===== config.mk =====
export PLATFORM = sky130hd
export DESIGN_NAME = scoreboard_flat
export DESIGN_NICKNAME = d
export VERILOG_FILES = /design/src/rtl/scoreboard_if.sv /design/src/rtl/scoreboard.sv /design/src/flat_wrapper.sv
export SDC_FILE = /design/constraint.sdc
export NUM_CORES = 1
export LEC_CHECK = 0
export BUFFER_PORTS_ARGS = -buffer_cell sky130_fd_sc_hd__clkbuf_2
export CAP_MARGIN = 15
export CORE_UTILIZATION = 47
export CTS_BUF_LIST = sky130_fd_sc_hd__clkbuf_8 sky130_fd_sc_hd__clkbuf_16
export DETAILED_ROUTE_END_ITERATION = 8
export GPL_TIMING_DRIVEN = 0
export PLACE_DENSITY = 0.84
export SYNTH_ARGS = -nofsm -noshare
export SYNTH_HDL_FRONTEND = slang
export SYNTH_SLANG_ARGS = --single-unit
export TNS_END_PERCENT = 5

===== constraint.sdc =====
create_clock -name clk -period 1.45 [get_ports clk]
set_input_delay 0.29 -clock clk [delete_from_list [all_inputs] [get_ports clk]]
set_output_delay 0.29 -clock clk [all_outputs]
set_load 0.03 [all_outputs]

===== src/rtl/scoreboard_if.sv =====
// Event/display bundle between the whack-a-mole game logic and the scoreboard.
interface scoreboard_if;
   logic       start;
   logic       hit;
   logic       miss;
   logic       sec_tick;
   logic [3:0] digit_1;
   logic [3:0] digit_2;
   logic [3:0] digit_3;
   logic [3:0] digit_4;
   logic       running;
   logic       game_over;

   modport master (
      output start, hit, miss, sec_tick,
      input  digit_1, digit_2, digit_3, digit_4, running, game_over
   );

   modport slave (
      input  start, hit, miss, sec_tick,
      output digit_1, digit_2, digit_3, digit_4, running, game_over
   );
endinterface


===== src/rtl/scoreboard.sv =====
// Countdown timer and 2-digit BCD score for whack-a-mole, driving the display digits.
// Optional SCOREBOARD_PENALTY_EN: miss decrements the score (floor 00).
module scoreboard #(
   parameter int unsigned GAME_SECS = 60
) (
   input  logic       clk,
   input  logic       rst,
   scoreboard_if.slave sb
);

   typedef enum logic [1:0] {IDLE, RUN, OVER} state_t;

   localparam logic [3:0] LOAD_TENS = 4'(GAME_SECS / 10);
   localparam logic [3:0] LOAD_ONES = 4'(GAME_SECS % 10);

`ifdef SCOREBOARD_PENALTY_EN
   localparam logic PENALTY = 1'b1;
`else
   localparam logic PENALTY = 1'b0;
`endif

   state_t     r_state, w_state_nxt;
   logic [3:0] r_t10, r_t1, r_s10, r_s1;
   logic [3:0] w_t10_nxt, w_t1_nxt, w_s10_nxt, w_s1_nxt;
   logic       r_running, r_game_over;
   logic       w_miss, w_inc, w_dec;
   logic       w_score_max, w_score_min;

   // hit and miss together cancel when penalties are enabled
   assign w_miss      = sb.miss & PENALTY;
   assign w_inc       = sb.hit & ~w_miss;
   assign w_dec       = w_miss & ~sb.hit;
   assign w_score_max = (r_s10 == 4'd9) && (r_s1 == 4'd9);
   assign w_score_min = (r_s10 == 4'd0) && (r_s1 == 4'd0);

   always_comb begin
      w_state_nxt = r_state;
      w_t10_nxt   = r_t10;
      w_t1_nxt    = r_t1;
      w_s10_nxt   = r_s10;
      w_s1_nxt    = r_s1;
      unique case (r_state)
         IDLE, OVER: begin
            if (sb.start) begin
               w_state_nxt = RUN;
               w_t10_nxt   = LOAD_TENS;
               w_t1_nxt    = LOAD_ONES;
               w_s10_nxt   = '0;
               w_s1_nxt    = '0;
            end
         end
         RUN: begin
            if (sb.sec_tick) begin
               // timer at 01 (or 00) expires instead of borrowing below zero
               if ((r_t10 == 4'd0) && (r_t1 <= 4'd1)) begin
                  w_t1_nxt    = '0;
                  w_state_nxt = OVER;
               end else if (r_t1 == 4'd0) begin
                  w_t1_nxt  = 4'd9;
                  w_t10_nxt = r_t10 - 4'd1;
               end else begin
                  w_t1_nxt = r_t1 - 4'd1;
               end
            end
            if (w_inc && !w_score_max) begin
               if (r_s1 == 4'd9) begin
                  w_s1_nxt  = '0;
                  w_s10_nxt = r_s10 + 4'd1;
               end else begin
                  w_s1_nxt = r_s1 + 4'd1;
               end
            end else if (w_dec && !w_score_min) begin
               if (r_s1 == 4'd0) begin
                  w_s1_nxt  = 4'd9;
                  w_s10_nxt = r_s10 - 4'd1;
               end else begin
                  w_s1_nxt = r_s1 - 4'd1;
               end
            end
         end
         default: w_state_nxt = IDLE;
      endcase
   end

   always_ff @(posedge clk) begin
      if (rst) begin
         r_state     <= IDLE;
         r_t10       <= LOAD_TENS;
         r_t1        <= LOAD_ONES;
         r_s10       <= '0;
         r_s1        <= '0;
         r_running   <= 1'b0;
         r_game_over <= 1'b0;
      end else begin
         r_state     <= w_state_nxt;
         r_t10       <= w_t10_nxt;
         r_t1        <= w_t1_nxt;
         r_s10       <= w_s10_nxt;
         r_s1        <= w_s1_nxt;
         r_running   <= (w_state_nxt == RUN);
         r_game_over <= (w_state_nxt == OVER);
      end
   end

   assign sb.digit_1   = r_t10;
   assign sb.digit_2   = r_t1;
   assign sb.digit_3   = r_s10;
   assign sb.digit_4   = r_s1;
   assign sb.running   = r_running;
   assign sb.game_over = r_game_over;

endmodule


===== src/flat_wrapper.sv =====
// flat-port wrapper written by rule: the top's interface ports become plain ports
module scoreboard_flat 
#(
   parameter int unsigned GAME_SECS = 60
)
  (clk, rst, sb_start, sb_hit, sb_miss, sb_sec_tick, sb_digit_1, sb_digit_2, sb_digit_3, sb_digit_4, sb_running, sb_game_over);
  scoreboard_if sb_i ();
  input  logic clk;
  input  logic rst;
  input wire logic [$bits(sb_i.start)-1:0] sb_start;
  input wire logic [$bits(sb_i.hit)-1:0] sb_hit;
  input wire logic [$bits(sb_i.miss)-1:0] sb_miss;
  input wire logic [$bits(sb_i.sec_tick)-1:0] sb_sec_tick;
  output wire logic [$bits(sb_i.digit_1)-1:0] sb_digit_1;
  output wire logic [$bits(sb_i.digit_2)-1:0] sb_digit_2;
  output wire logic [$bits(sb_i.digit_3)-1:0] sb_digit_3;
  output wire logic [$bits(sb_i.digit_4)-1:0] sb_digit_4;
  output wire logic [$bits(sb_i.running)-1:0] sb_running;
  output wire logic [$bits(sb_i.game_over)-1:0] sb_game_over;
  assign sb_i.start = sb_start;
  assign sb_i.hit = sb_hit;
  assign sb_i.miss = sb_miss;
  assign sb_i.sec_tick = sb_sec_tick;
  assign sb_digit_1 = sb_i.digit_1;
  assign sb_digit_2 = sb_i.digit_2;
  assign sb_digit_3 = sb_i.digit_3;
  assign sb_digit_4 = sb_i.digit_4;
  assign sb_running = sb_i.running;
  assign sb_game_over = sb_i.game_over;
  scoreboard #(.GAME_SECS(GAME_SECS)) u_core (.clk(clk), .rst(rst), .sb(sb_i));
endmodule

==> results.md <==
* Max stage delay cell, worst path: or4b_4
* WL final at 2.35 mm
* Main synth FF type: dfxtp_1
* Asr flop ratio synth at 0
* Crit path largest cell delay at 500 ps
* Crit path kind: reg -> reg
* Leakage at 0.553 nW
* Worst Hold Class: in -> reg
* CTS sink count at 20
* Delay-heaviest family, CP: simple AND/OR/NAND/NOR gates
* Clock Latency Late Sink at 250 ps
* Failing checks: negative setup slack
* Post-DP Area at 1210 um^2
* Worst Tran Pin Value at 410 ps
* Synth cell count leaders: 20 x dfxtp_1, 14 x nor2_1, 10 x a21oi_1
* Share of the synthesized area in the top cell type at 0.388
* Mapped Area at 1030 um^2
* Largest net degree at the start of global routing at 12
* Layout area overhead at 26.9%
* Tmin final at 1600 ps
* Tot Pwr at 1.16 mW
* Post-Syn Instances at 121
* MaxCap Viol Count at 0
* Die Wd at 48.8 um
* DR vias/cell at 5.76
* Ant. Diodes at 0
* Finish-stage setup viols at 13
* Data arrival time of the critical path at 1790 ps
* Port bufs at 22
* DR vias at 1008
* Clock slew at reported path FFs at 70 ps
* Post-synth top area cell: dfxtp_1
* Finished Layout Cells at 175
* Fillcell total at 171
* Max Clk Rate at 626 MHz
* Gr ovfl total at 0
* Worst hold start: rst
* Wire length of the first global-routing pass at 4.09 mm
* Max_slew headroom at 0.727
* Die area at 2380 um^2
* Row count at 16
* Layout cells sized above 1 at 0.318
* Critical Path Source: u_core.sb.digit_1[1]$_SDFFE_PP1P_
* RSZ-0062 raised after global routing: true
* Initial DRC count at 26
* #FFs+latches synth at 20
* Antenna-violating nets left at 0
* Final Cell Area at 1310 um^2
* Crit path launch type: flip-flop
* Final hold viol count at 0
* H-tree levels at 1
* Clk buf depth at 2
* VDD IR-drop max at 0.531 mV
* Crit. End Element: flip-flop
* EDFF count, synth at 0
* Yosys warning count at 0
* Clk root buf: clkbuf_8
* Sequential share of the synthesized area at 0.388
* Final period util at 1.10
* Syn Nets at 132
* Netlist cell types at 37
* Reg-to-Reg Start: u_core.sb.digit_1[1]$_SDFFE_PP1P_
* GRT Total Usage at 0.219
* WHS at 285 ps
* Drt drc at 0
* Layout Nets at 160
* Placer Congestion at 0.846
* Post-detail-place hpwl at 1.62 mm
* Worst-path maximum fanout at 5
* Final Skew at 0.763 ps
* Routed len/inst at 13.4 um
* Setup ws final at -148 ps
* Num CTS Buffers at 3
* Starting density of the core at 0.515
* Fin. max-slew vios at 0
* Core area at 2000 um^2
* Initial antenna violation count at 0
* Status: complete, but fails checks
* Most common cell in the synthesized netlist: dfxtp_1
* Worst EP required at 1640 ps
* Critical path cell sequence: inv_2, ha_4, or4b_4, a21o_1, and4_1, o21ai_1
* Crit path buffers/inverters at 1
* Pwr Density at 889 nW/um^2
* Chip height at 48.8 um
* Vias in the first global route at 955
* Drt pass-1 iters at 4
* I/O pin total at 24
* CTS Hold Bufs at 0
* CTS tree: yes
* Syn avg cell area at 8.52 um^2
* Dpl cells at 170
* Top cells by area, synth: dfxtp_1 39%, ha_1 6.1%, nor2_1 5.1%
* DP Worst Slack at -159 ps
-- where the power goes --
| group | internal [mW] | leakage (nW) | switching, mW | total, mW |
|---|---|---|---|---|
| logic | 0.0594 | 0.359 | 0.101 | 0.160 |
| registers | 0.562 | 0.165 | 0.0210 | 0.583 |
| clock network | 0.241 | 0.0288 | 0.178 | 0.420 |
| total | 0.863 | 0.553 | 0.300 | 1.16 |
-- timing repair --
action,CTS,global route
pin swaps,1,0
endpoints found under the setup margin,16,16
resized for setup,4,4
buffers inserted,1,0
endpoints found under the hold margin,0,0
-- sequential cells by signal, indices dropped and copies added (netlist names) --
name,cells
u_core.sb.digit_1,4
u_core.sb.digit_4,4
u_core.sb.digit_2,4
u_core.r_state,2
u_core.sb.game_over,1
u_core.sb.digit_3,4
u_core.sb.running,1
-- through the flow --
step                 util  TNS (ps)
floorplan               -      -906
global placement    0.604      -945
detailed placement  0.604     -1230
CTS                 0.644     -1130
global route        0.654     -2470
finish              0.654     -1160
-- routing by layer --
metal | GRT usage | part of all wire | up-vias
met3 | 0.0592 | 0.040 | 4
met2 | 0.354 | 0.47 | 28
li1 | - | - | 498
met5 | 0 | 0 | -
met4 | 0.103 | 0.0089 | 0
met1 | 0.271 | 0.48 | 478
-- cell usage in the layout, fill, tap and decap left out, types with 2 or more instances in the layout --
| cell | instances |
|---|---|
| dfxtp_1 | 14 |
| or3_1 | 2 |
| a21oi_1 | 10 |
| ha_1 | 4 |
| xor2_1 | 2 |
| nor2_1 | 14 |
| or4_1 | 2 |
| clkbuf_8 | 4 |
| nand3b_1 | 4 |
| o21ai_0 | 4 |
| nand2_1 | 6 |
| nor3_1 | 2 |
| and3b_1 | 2 |
| nand4_1 | 2 |
| dfxtp_2 | 3 |
| o211ai_1 | 3 |
| clkbuf_2 | 22 |
| o21bai_1 | 2 |
| nand3_1 | 5 |
| nand2b_1 | 4 |
| a21o_1 | 2 |
| dfxtp_4 | 3 |
| nor2b_1 | 2 |
| inv_1 | 3 |
| a31oi_1 | 3 |
| buf_4 | 2 |
-- cell families after synthesis --
family                     count (synthesis)  share of synthesized area
and+or+nand+nor                           57                      0.320
AOI/OAI and AO/OA                         29                      0.174
DFF                                       20                      0.388
buffers and inverters                      7                     0.0291
adders and majority gates                  5                     0.0607
xor gates and xnor gates                   2                     0.0170
muxes                                      1                     0.0109
-- final cells by class --
class	count	area, um^2	share of cell area
inverter	5	21.3	0.0163
clock buffer	4	55.1	0.0421
sequential	20	415	0.317
buffer	2	11.3	0.00860
timing repair buffer	23	118	0.0899
tap	27	33.8	0.0258
multi-input combinational	94	654	0.500
-- path summary, 6_finish.rpt --
kind / end / slack (ps) / cells past startpoint
worst min-delay path: u_core.sb.digit_3[1]$_SDFFE_PP0P_ / 280 / 2
worst max register to register: u_core.sb.digit_1[2]$_SDFFE_PP1P_ / -150 / 6
worst min register to register: u_core.sb.digit_3[1]$_SDFFE_PP0P_ / 510 / 2
worst max-delay path: u_core.sb.digit_1[2]$_SDFFE_PP1P_ / -150 / 6
-- worst reg2reg max path, delay by kind of cell (launching register included) --
family / cells / cell delay [ps]
AOI/OAI and AO/OA: 2 / 320
and+or+nand+nor: 2 / 680
adders and majority gates: 1 / 120
buffers and inverters: 1 / 60
DFF: 1 / 360
Note: power is estimated with default switching activity, not from simulation.
